**config.mk**
```make
export PLATFORM = sky130hd
export DESIGN_NAME = uart_fifo_wb
export DESIGN_NICKNAME = d
export VERILOG_FILES = /design/src/rtl/uart_fifo_wb.sv
export SDC_FILE = /design/constraint.sdc
export NUM_CORES = 1
export LEC_CHECK = 0
export ABC_AREA = 1
export CAP_MARGIN = 0
export CORE_MARGIN = 3
export CORE_UTILIZATION = 48
export DETAILED_ROUTE_END_ITERATION = 10
export GPL_TIMING_DRIVEN = 0
export PLACE_DENSITY = 0.73
export SLEW_MARGIN = 20
export SYNTH_ARGS = -nofsm -noshare
export SYNTH_HDL_FRONTEND = slang
export SYNTH_SLANG_ARGS = --single-unit
```
**constraint.sdc**
```tcl
create_clock -name clk -period 2.8 [get_ports clk]
set_input_delay 0.7 -clock clk [delete_from_list [all_inputs] [get_ports clk]]
set_output_delay 0.7 -clock clk [all_outputs]
set_load 0.05 [all_outputs]
```
**src/rtl/uart_fifo_wb.sv**
```systemverilog
// uart_fifo_wb: Wishbone UART, 8N1, with TX/RX FIFOs, programmable divisor, sticky errors and level irq.
// uart_fifo is the shared synchronous FIFO; full/empty are told apart by an extra pointer bit.
module uart_fifo #(
    parameter int AW = 4
) (
    input  logic       clk,
    input  logic       rst_n,
    input  logic       push,
    input  logic       pop,
    input  logic [7:0] din,
    output logic [7:0] dout,
    output logic       empty,
    output logic       full
);
    logic [7:0]  mem_q [2**AW];
    logic [AW:0] wp_q, wp_d, rp_q, rp_d;
    logic        push_ok, pop_ok;

    assign empty = wp_q == rp_q;
    assign full  = (wp_q[AW] != rp_q[AW]) && (wp_q[AW-1:0] == rp_q[AW-1:0]);
    assign dout  = mem_q[rp_q[AW-1:0]];
    // A pop in the same cycle frees a slot, so a push into a full FIFO still lands
    assign push_ok = push && (!full || pop);
    assign pop_ok  = pop && !empty;

    always_comb begin
        wp_d = wp_q + (AW+1)'(push_ok);
        rp_d = rp_q + (AW+1)'(pop_ok);
    end

    always_ff @(posedge clk or negedge rst_n)
        if (!rst_n) begin
            wp_q <= '0;
            rp_q <= '0;
        end else begin
            wp_q <= wp_d;
            rp_q <= rp_d;
        end

    always_ff @(posedge clk)
        if (push_ok) mem_q[wp_q[AW-1:0]] <= din;
endmodule

module uart_fifo_wb #(
    parameter int DIV_RESET = 434,
    parameter int FIFO_AW   = 4
) (
    input  logic        clk,
    input  logic        rst_n,
    input  logic        serial_in,
    output logic        serial_out,
    input  logic [29:0] addr_i,
    input  logic [31:0] data_i,
    output logic [31:0] data_o,
    input  logic        we_i,
    input  logic        stb_i,
    input  logic        cyc_i,
    output logic        ack_o,
    output logic        irq_o
);
    typedef enum logic [1:0] {IDLE, START, DATA, STOP} st_t;

    logic        ack_q, ack_d, irq_q, irq_d;
    logic [31:0] data_o_q, data_o_d, rdata;
    logic [15:0] div_q, div_d;
    logic [2:0]  ien_q, ien_d;
    logic        rx_ovr_q, rx_ovr_d, fe_q, fe_d, tx_ovf_q, tx_ovf_d;
    logic        acc, wr_data, rd_data, wr_stat, wr_div, wr_ien;
    logic        tx_empty, tx_full, tx_pop, tx_tick, tx_idle_st;
    logic        rx_empty, rx_full, rx_pop, rx_push, rx_tick, rx_end;
    logic [7:0]  tx_dout, rx_dout, status;
    logic        unused_bits;

    st_t         tx_st_q, rx_st_q;
    logic [15:0] tx_cnt_q, rx_cnt_q;
    logic [2:0]  tx_bit_q, rx_bit_q;
    logic [7:0]  tx_sh_q, rx_sh_q;
    logic        tx_out_q, rx_s1_q, rx_s2_q, rx_prev_q;

    assign unused_bits = ^{addr_i[29:2], data_i[31:16]};

    // A held request is accepted only when no ack is pending, giving one ack every other cycle
    assign acc     = stb_i && cyc_i && !ack_q;
    assign wr_data = acc && we_i && addr_i[1:0] == 2'd0;
    assign rd_data = acc && !we_i && addr_i[1:0] == 2'd0;
    assign wr_stat = acc && we_i && addr_i[1:0] == 2'd1;
    assign wr_div  = acc && we_i && addr_i[1:0] == 2'd2;
    assign wr_ien  = acc && we_i && addr_i[1:0] == 2'd3;

    assign tx_tick    = tx_cnt_q == 16'd0;
    assign tx_idle_st = tx_empty && tx_st_q == IDLE;
    assign tx_pop     = !tx_empty && (tx_st_q == IDLE || (tx_st_q == STOP && tx_tick));
    assign rx_tick    = rx_cnt_q == 16'd0;
    assign rx_end     = rx_st_q == STOP && rx_tick;
    assign rx_pop     = rd_data && !rx_empty;
    assign rx_push    = rx_end && rx_s2_q && (!rx_full || rx_pop);

    assign status = {tx_ovf_q, fe_q, rx_ovr_q, tx_st_q != IDLE, tx_full, tx_idle_st, rx_full, !rx_empty};
    assign rdata  = addr_i[1:0] == 2'd0 ? (rx_empty ? 32'd0 : {23'd0, 1'b1, rx_dout}) :
                    addr_i[1:0] == 2'd1 ? {24'd0, status} :
                    addr_i[1:0] == 2'd2 ? {16'd0, div_q} : {29'd0, ien_q};

    uart_fifo #(.AW(FIFO_AW)) u_tx_fifo (
        .clk(clk), .rst_n(rst_n), .push(wr_data), .pop(tx_pop), .din(data_i[7:0]),
        .dout(tx_dout), .empty(tx_empty), .full(tx_full)
    );

    uart_fifo #(.AW(FIFO_AW)) u_rx_fifo (
        .clk(clk), .rst_n(rst_n), .push(rx_push), .pop(rx_pop), .din(rx_sh_q),
        .dout(rx_dout), .empty(rx_empty), .full(rx_full)
    );

    always_comb begin
        ack_d    = acc;
        data_o_d = (acc && !we_i) ? rdata : 32'd0;
        div_d    = wr_div ? (data_i[15:0] < 16'd4 ? 16'd4 : data_i[15:0]) : div_q;
        ien_d    = wr_ien ? data_i[2:0] : ien_q;
        rx_ovr_d = (rx_ovr_q && !(wr_stat && data_i[5])) || (rx_end && rx_s2_q && rx_full && !rx_pop);
        fe_d     = (fe_q && !(wr_stat && data_i[6])) || (rx_end && !rx_s2_q);
        tx_ovf_d = (tx_ovf_q && !(wr_stat && data_i[7])) || (wr_data && tx_full && !tx_pop);
        irq_d    = |(ien_q & {rx_ovr_q || fe_q || tx_ovf_q, tx_idle_st, !rx_empty});
    end

    always_ff @(posedge clk or negedge rst_n)
        if (!rst_n) begin
            ack_q    <= 1'b0;
            data_o_q <= 32'd0;
            div_q    <= 16'(DIV_RESET);
            ien_q    <= 3'd0;
            rx_ovr_q <= 1'b0;
            fe_q     <= 1'b0;
            tx_ovf_q <= 1'b0;
            irq_q    <= 1'b0;
        end else begin
            ack_q    <= ack_d;
            data_o_q <= data_o_d;
            div_q    <= div_d;
            ien_q    <= ien_d;
            rx_ovr_q <= rx_ovr_d;
            fe_q     <= fe_d;
            tx_ovf_q <= tx_ovf_d;
            irq_q    <= irq_d;
        end

    always_ff @(posedge clk or negedge rst_n)
        if (!rst_n) begin
            tx_st_q  <= IDLE;
            tx_cnt_q <= 16'd0;
            tx_bit_q <= 3'd0;
            tx_sh_q  <= 8'd0;
            tx_out_q <= 1'b1;
        end else if (tx_st_q == IDLE) begin
            if (!tx_empty) begin
                tx_st_q  <= START;
                tx_out_q <= 1'b0;
                tx_sh_q  <= tx_dout;
                tx_cnt_q <= div_q - 16'd1;
            end
        end else if (!tx_tick) begin
            tx_cnt_q <= tx_cnt_q - 16'd1;
        end else begin
            tx_cnt_q <= div_q - 16'd1;
            case (tx_st_q)
                START: begin
                    tx_st_q  <= DATA;
                    tx_bit_q <= 3'd0;
                    tx_out_q <= tx_sh_q[0];
                    tx_sh_q  <= tx_sh_q >> 1;
                end
                DATA: if (tx_bit_q == 3'd7) begin
                    tx_st_q  <= STOP;
                    tx_out_q <= 1'b1;
                end else begin
                    tx_bit_q <= tx_bit_q + 3'd1;
                    tx_out_q <= tx_sh_q[0];
                    tx_sh_q  <= tx_sh_q >> 1;
                end
                STOP: if (!tx_empty) begin
                    tx_st_q  <= START;
                    tx_out_q <= 1'b0;
                    tx_sh_q  <= tx_dout;
                end else begin
                    tx_st_q  <= IDLE;
                end
                default: tx_st_q <= IDLE;
            endcase
        end

    always_ff @(posedge clk or negedge rst_n)
        if (!rst_n) begin
            rx_s1_q   <= 1'b1;
            rx_s2_q   <= 1'b1;
            rx_prev_q <= 1'b1;
            rx_st_q   <= IDLE;
            rx_cnt_q  <= 16'd0;
            rx_bit_q  <= 3'd0;
            rx_sh_q   <= 8'd0;
        end else begin
            rx_s1_q   <= serial_in;
            rx_s2_q   <= rx_s1_q;
            rx_prev_q <= rx_s2_q;
            if (rx_st_q == IDLE) begin
                if (rx_prev_q && !rx_s2_q) begin
                    rx_st_q  <= START;
                    rx_cnt_q <= {1'b0, div_q[15:1]} - 16'd1;
                end
            end else if (!rx_tick) begin
                rx_cnt_q <= rx_cnt_q - 16'd1;
            end else begin
                rx_cnt_q <= div_q - 16'd1;
                case (rx_st_q)
                    START: begin
                        rx_st_q  <= rx_s2_q ? IDLE : DATA;
                        rx_bit_q <= 3'd0;
                    end
                    DATA: begin
                        rx_sh_q  <= {rx_s2_q, rx_sh_q[7:1]};
                        rx_bit_q <= rx_bit_q + 3'd1;
                        if (rx_bit_q == 3'd7) rx_st_q <= STOP;
                    end
                    default: rx_st_q <= IDLE;
                endcase
            end
        end

    assign serial_out = tx_out_q;
    assign ack_o      = ack_q;
    assign data_o     = data_o_q;
    assign irq_o      = irq_q;
endmodule
```
==> flow_metrics.env, run 1 <==
export IMPL_total_power_w=0.0134
export IMPL_numCtsBuffers=39
export IMPL_synth_seq_cells=378
export IMPL_grt_util_all_layers=0.226
export IMPL_final_min_period_over_clock_period=1.00
export IMPL_clk_pin_slew_ns=0.06
export IMPL_cts_max_path_buffers=3
export IMPL_fin_crit_ns=2.81
export IMPL_die_area_um2=39500
export IMPL_cts_root_buffer="sky130_fd_sc_hd__clkbuf_16"
export IMPL_die_h_um=199
export IMPL_boundaryPins=103
export IMPL_fillers=3070
export IMPL_antenna_left=0
export IMPL_cts_tree="built"
export IMPL_timing_final_max_slew_violations=0
export IMPL_status="complete, but fails checks"
export IMPL_path_max_fanout=8
export IMPL_grt_overflow=0
export IMPL_max_cap_violations=0
export IMPL_rsz0062_at_grt="yes"
export IMPL_floorplan_die_width_um=199
export IMPL_wl_um=45000
export IMPL_most_used_cells_in_the_layout_excluding_fill_and_tap_cells="sky130_fd_sc_hd__nand2_1 (483), sky130_fd_sc_hd__nor2_1 (291), sky130_fd_sc_hd__edfxtp_1 (256), sky130_fd_sc_hd__nand3_1 (152), sky130_fd_sc_hd__o21ai_0 (147)"
export IMPL_report_final_setup_viol=15
export IMPL_final_hold_violation_count=0
export IMPL_synthToLayoutAreaGrowth_pct=15.1
export IMPL_max_slew_worst_pin_slew_ns=1.00
export IMPL_synthCells=1893
export IMPL_violations_in_the_final_reports="negative setup slack"
export IMPL_holdBufCountCts=0
export IMPL_vias_per_cell=5.52
export IMPL_layout_drive_gt1_share=0.101
export IMPL_post_route_drc_count=0
export IMPL_power_per_cell_area_nw_per_um2=654
export IMPL_vdd_drop_max_mv=0.551
export IMPL_fmaxAchievable_ghz=0.356
export IMPL_routed_wire_length_per_instance_um=18.1
export IMPL_drt_iter0_drc=1247
export IMPL_route_vias_total=13778
export IMPL_setup_ws_ns=-0.0128
export IMPL_timing_critical_path_to_type="flip-flop"
export IMPL_starting_density_of_the_core=0.494
export IMPL_grt_start_max_net_pins=75
export IMPL_wire_length_of_the_first_global_routing_pass_um=70500
export IMPL_placement_setup_worst_slack_ns=-0.834
export IMPL_port_buffers=42
export IMPL_timing_worst_setup_path_type="primary input to flip-flop"
export IMPL_yosysSeqAreaShare=0.603
export IMPL_clock_sinks=378
export IMPL_fin_worst_skew_ns=0.0133
export IMPL_first_global_vias=13199
export IMPL_post_synthesis_cell_area_um2=17800
export IMPL_cp_arrival_ns=2.98
export IMPL_lkg_pwr_nw=8.37
export IMPL_critical_path_required_ns=2.97
export IMPL_placementRows=69
export IMPL_layout_nets=2098
export IMPL_drt_pass1_iter_count=8
export IMPL_library_cells_used_by_synthesis=46
export IMPL_worst_skew_pair_late_latency_ns=0.53
export IMPL_antenna_violations_before_repair=1
export IMPL_cts_htree_levels=2
export IMPL_min_path_type="primary input to async pin"
export IMPL_floorplan_core_area_um2=36100
export IMPL_timing_critical_path_from_type="primary input"
export IMPL_finalWeightedCongestion=0.914
export IMPL_antenna_diode_count=0
export IMPL_avg_cell_area_syn_um2=9.43
export IMPL_dp_final_hpwl_um=30700
export IMPL_relative_slew_margins=0.330
export IMPL_layout_commonest_cell="sky130_fd_sc_hd__nand2_1"
export IMPL_synth_warnings=0
-- synthesized netlist by cell type, drive strengths merged --
| cell | n | share of area |
|---|---|---|
| ha | 26 | 0.018 |
| or2 | 9 | 0.0032 |
| xnor2 | 7 | 0.0034 |
| a21oi | 32 | 0.0092 |
| a21boi | 1 | 0.00042 |
| and2 | 1 | 0.00035 |
| dfstp | 9 | 0.013 |
| nand4 | 14 | 0.0063 |
| conb | 1 | 0.00021 |
| o211ai | 27 | 0.012 |
| o21ai | 158 | 0.046 |
| nor2 | 332 | 0.073 |
| a22oi | 2 | 0.00084 |
| buf | 52 | 0.018 |
| nor3 | 5 | 0.0020 |
| o22ai | 5 | 0.0018 |
| clkbuf | 26 | 0.0055 |
| nor4 | 3 | 0.0011 |
| nand3b | 6 | 0.0025 |
| nand2 | 488 | 0.10 |
| o31ai | 4 | 0.0017 |
| inv | 124 | 0.026 |
| nand3 | 154 | 0.044 |
| a31oi | 2 | 0.00070 |
| edfxtp | 256 | 0.43 |
| xor2 | 29 | 0.014 |
| mux2 | 3 | 0.0019 |
| dfrtp | 113 | 0.16 |
| clkinv | 3 | 0.00063 |
| a21o | 1 | 0.00042 |
-- flip-flops by register name (all words and copies together) (netlist names), 2 cells and up --
name and count:
ien_q 3, u_rx_fifo.rp_q 5, rx_sh_q 8, tx_sh_q 8, tx_cnt_q 16, tx_bit_q 3, data_o 16, u_tx_fifo.wp_q 5
u_tx_fifo.mem_q 128, u_tx_fifo.rp_q 5, u_rx_fifo.mem_q 128, div_q 16, rx_st_q 2, rx_bit_q 3, rx_cnt_q 16, u_rx_fifo.wp_q 5
tx_st_q 2
-- where the power goes --
part	leakage, nW	total (W)	switching (W)	internal, W
sequential	3.97	0.00660	0.000348	0.00626
combinational	3.80	0.00183	0.00122	0.000619
clock	0.592	0.00499	0.00210	0.00289
-- what timing repair did --
action / CTS / global route
resized for setup: 26 / 21
setup buffers: 0 / 12
setup endpoints to repair: 128 / 258
pin swaps: 0 / 12
-- cell type report --
class,count,area [µm²],share of cell area
timing repair buffer,55,689,0.0336
multi-input combinational,1325,6410,0.312
inverter,127,477,0.0232
buffer,78,419,0.0204
clock buffer,52,1080,0.0524
clock inverter,18,144,0.00700
tap,461,577,0.0281
sequential,378,10800,0.523
-- logic make-up after synthesis --
family                   synth area share
XOR/XNOR                           0.0177
AO/OA/AOI/OAI                      0.0728
AND/OR/NAND/NOR                     0.236
buffers and inverters              0.0502
multiplexers                      0.00189
flip-flops                          0.603
adder cells (fa/ha/maj)            0.0182
other                            0.000210
-- stage by stage --
stage | setup TNS (ns) | utilization | instances | area, µm² | hold slack, ns
floorplan | 0 | - | 1908 | 17900 | 0.345
detailed placement | -155.56 | 0.524 | 2412 | 18900 | 0.353
finish | -0.100 | 0.569 | 2494 | 20500 | 0.103
global placement | -597.15 | 0.524 | 2411 | 18900 | 0.346
global route | -4.63 | 0.569 | 2494 | 20500 | 0.134
CTS | -3.95 | 0.561 | 2482 | 20200 | 0.114
-- final timing paths --
check	depth (start not counted)	to	start	slack, ns
min	1	tx_bit_q[0]	rst_n	0.10
min reg2reg	0	rx_s2_q	rx_s1_q	0.36
max	9	u_rx_fifo.mem_q[11][6]	stb_i	-0.01
max reg2reg	8	u_tx_fifo.mem_q[3][5]	tx_cnt_q[0]	0.04
max in group asynchronous	2	rx_s1_q	rst_n	1.92
min in group clk	0	rx_s2_q	rx_s1_q	0.36
-- critical path, stage by stage --
cell and delay (ns):
sky130_fd_sc_hd__clkdlybuf4s50_1 0.46, sky130_fd_sc_hd__nand2_1 0.06, sky130_fd_sc_hd__nor2_2 0.21, sky130_fd_sc_hd__nand2_1 0.22
sky130_fd_sc_hd__inv_1 0.16, sky130_fd_sc_hd__nand2_1 0.07, sky130_fd_sc_hd__nand4_1 0.33, sky130_fd_sc_hd__nand4_2 0.30
sky130_fd_sc_hd__nor2_2 0.48
-- metal layers --
metal | share of wire | vias to the layer above | GRT usage
met5 | 0 | - | 0
met4 | 0.034 | 0 | 0.0817
met3 | 0.083 | 107 | 0.0344
met2 | 0.48 | 608 | 0.378
met1 | 0.41 | 6557 | 0.302
li1 | - | 6506 | -
Power figures use the tool's default switching activity.
==> inputs of run 2 (changes only) <==
- SKIP_LAST_GASP: not set -> 1
==> flow_metrics.env, run 2 (synthesis gave the netlist of run 1 again) <==
export IMPL_timing_worst_setup_path_type="primary input to flip-flop"
export IMPL_floorplan_die_width_um=199
export IMPL_clock_sinks=378
export IMPL_boundaryPins=103
export IMPL_port_buffers=42
export IMPL_stdcell_area_um2=20500
export IMPL_rsz0062_at_grt="yes"
export IMPL_ff2ff_setup_slack_ns=0.01
export IMPL_fin_crit_ns=2.83
export IMPL_post_route_drc_count=0
export IMPL_drt_pass1_iter_count=7
export IMPL_die_area_um2=39500
export IMPL_route_vias_total=13775
export IMPL_grt_util_all_layers=0.226
export IMPL_worst_skew_pair_late_latency_ns=0.53
export IMPL_cts_root_buffer="sky130_fd_sc_hd__clkbuf_16"
export IMPL_fillers=3071
export IMPL_totalNegativeSetupSlack_ns=-0.246
export IMPL_dpl_cell_count=2412
export IMPL_min_path_type="primary input to async pin"
export IMPL_timing_critical_path_from_type="primary input"
export IMPL_timing_critical_path_to_type="flip-flop"
export IMPL_layout_commonest_cell="sky130_fd_sc_hd__nand2_1"
export IMPL_violations_in_the_final_reports="negative setup slack"
export IMPL_cts_tree="built"
export IMPL_first_global_vias=13201
export IMPL_layout_drive_gt1_share=0.101
export IMPL_final_hold_violation_count=0
export IMPL_crit_path_cell_trace="clkdlybuf4s50_1, nand2_1, nor2_2, nand2_1, inv_1, nand2_1, nand4_1, nand4_2, nor2_2"
export IMPL_dp_final_hpwl_um=30700
export IMPL_setup_ws_ns=-0.0342
export IMPL_floorplan_core_area_um2=36100
export IMPL_fin_worst_skew_ns=0.0123
export IMPL_postPlaceCellArea_um2=18900
export IMPL_layout_cells_non_filler=2494
export IMPL_clk_pin_slew_ns=0.06
export IMPL_critical_path_required_ns=2.96
export IMPL_finalWeightedCongestion=0.914
export IMPL_max_slew_worst_pin_slew_ns=1.02
export IMPL_power_per_cell_area_nw_per_um2=654
export IMPL_antenna_diode_count=0
export IMPL_die_h_um=199
export IMPL_drt_iter0_drc=1120
export IMPL_status="complete, but fails checks"
export IMPL_path_max_fanout=8
export IMPL_antenna_violations_before_repair=1
export IMPL_numCtsBuffers=39
export IMPL_critical_path_slowest_cell="sky130_fd_sc_hd__nor2_2"
export IMPL_cp_arrival_ns=3.00
export IMPL_wl_um=44700
export IMPL_cts_htree_levels=2
export IMPL_wire_length_of_the_first_global_routing_pass_um=70500
export IMPL_starting_density_of_the_core=0.494
export IMPL_most_used_cells_in_the_layout_excluding_fill_and_tap_cells="sky130_fd_sc_hd__nand2_1 (483), sky130_fd_sc_hd__nor2_1 (291), sky130_fd_sc_hd__edfxtp_1 (256), sky130_fd_sc_hd__nand3_1 (152), sky130_fd_sc_hd__o21ai_0 (147)"
export IMPL_cts_max_path_buffers=3
export IMPL_grt_overflow=0
export IMPL_max_cap_violations=0
export IMPL_critPathMostFrequentCell="sky130_fd_sc_hd__nand2_1"
export IMPL_final_min_period_over_clock_period=1.01
export IMPL_layout_nets=2098
export IMPL_routed_wire_length_per_instance_um=17.9
export IMPL_relative_slew_margins=0.320
export IMPL_report_final_setup_viol=9
export IMPL_placementRows=69
export IMPL_timing_final_max_slew_violations=0
export IMPL_synthToLayoutAreaGrowth_pct=15.1
export IMPL_grt_start_max_net_pins=75
export IMPL_critical_path_max_stage_delay_ns=0.49
export IMPL_vias_per_cell=5.52
export IMPL_vdd_drop_max_mv=0.552
export IMPL_fmaxAchievable_ghz=0.353
export IMPL_antenna_left=0
export IMPL_lkg_pwr_nw=8.37
==> run 2: worst max-delay path: cells and delay by family <==
| family | cells | cell delay, ns |
|---|---|---|
| AND/OR/NAND/NOR | 7 | 1.67 |
| buffers and inverters | 2 | 0.62 |
==> run 2: timing repair <==
action / in CTS / in global routing
hold endpoints to repair: 0 / 0
setup endpoints to repair: 128 / 258
gates resized for setup: 26 / 20
pin swaps: 0 / 12
buffers inserted: 0 / 12
gates cloned: 0 / 0
hold buffers: 0 / 0
==> run 2: area by class of cell <==
type,instances,area [µm²],share of cell area
Inverter,127,477,0.0232
Buffer,78,419,0.0204
Clock inverter,18,144,0.00700
Clock buffer,52,1080,0.0524
Tap cell,461,577,0.0281
Multi-Input combinational cell,1325,6410,0.312
Sequential cell,378,10800,0.523
Timing Repair Buffer,55,689,0.0336
==> run 2: power by group <==
part / internal, W / switching [W]
clock: 0.00289 / 0.00210
combinational: 0.000619 / 0.00121
sequential: 0.00626 / 0.000347
==> run 2: metal layers <==
| layer | GRT usage | up-vias | wire, µm |
|---|---|---|---|
| met5 | 0 | - | 0 |
| met4 | 0.0817 | 0 | 1470 |
| met3 | 0.0344 | 102 | 3520 |
| met2 | 0.378 | 599 | 21400 |
| met1 | 0.302 | 6571 | 18400 |
| li1 | - | 6503 | - |
==> run 2: through the flow <==
step,power (W),setup slack [ns],hold WS (ns),util
finish,0.0134,-0.0342,0.102,0.569
global route,0.0140,-0.132,0.134,0.569
CTS,0.0135,-0.198,0.114,0.561
detailed placement,0.00849,-0.834,0.353,0.524
global placement,0.00843,-3.89,0.346,0.524
floorplan,0.00793,0.494,0.345,-
==> run 2: final timing paths <==
path | startpoint | to | cells after the start
setup / recovery | stb_i | u_rx_fifo.mem_q[15][2] | 9
hold / removal | rst_n | tx_bit_q[0] | 1
setup reg to reg | tx_cnt_q[0] | u_tx_fifo.mem_q[3][5] | 8
hold reg to reg | rx_s1_q | rx_s2_q | 0
max in group asynchronous | rst_n | rx_s1_q | 2
min in group clk | rx_s1_q | rx_s2_q | 0
==> inputs of run 3 (changes only) <==
- CAP_MARGIN: 0 -> 10
==> results of run 3 <==
Final layout, timing and power as in run 2 (identical DEF).
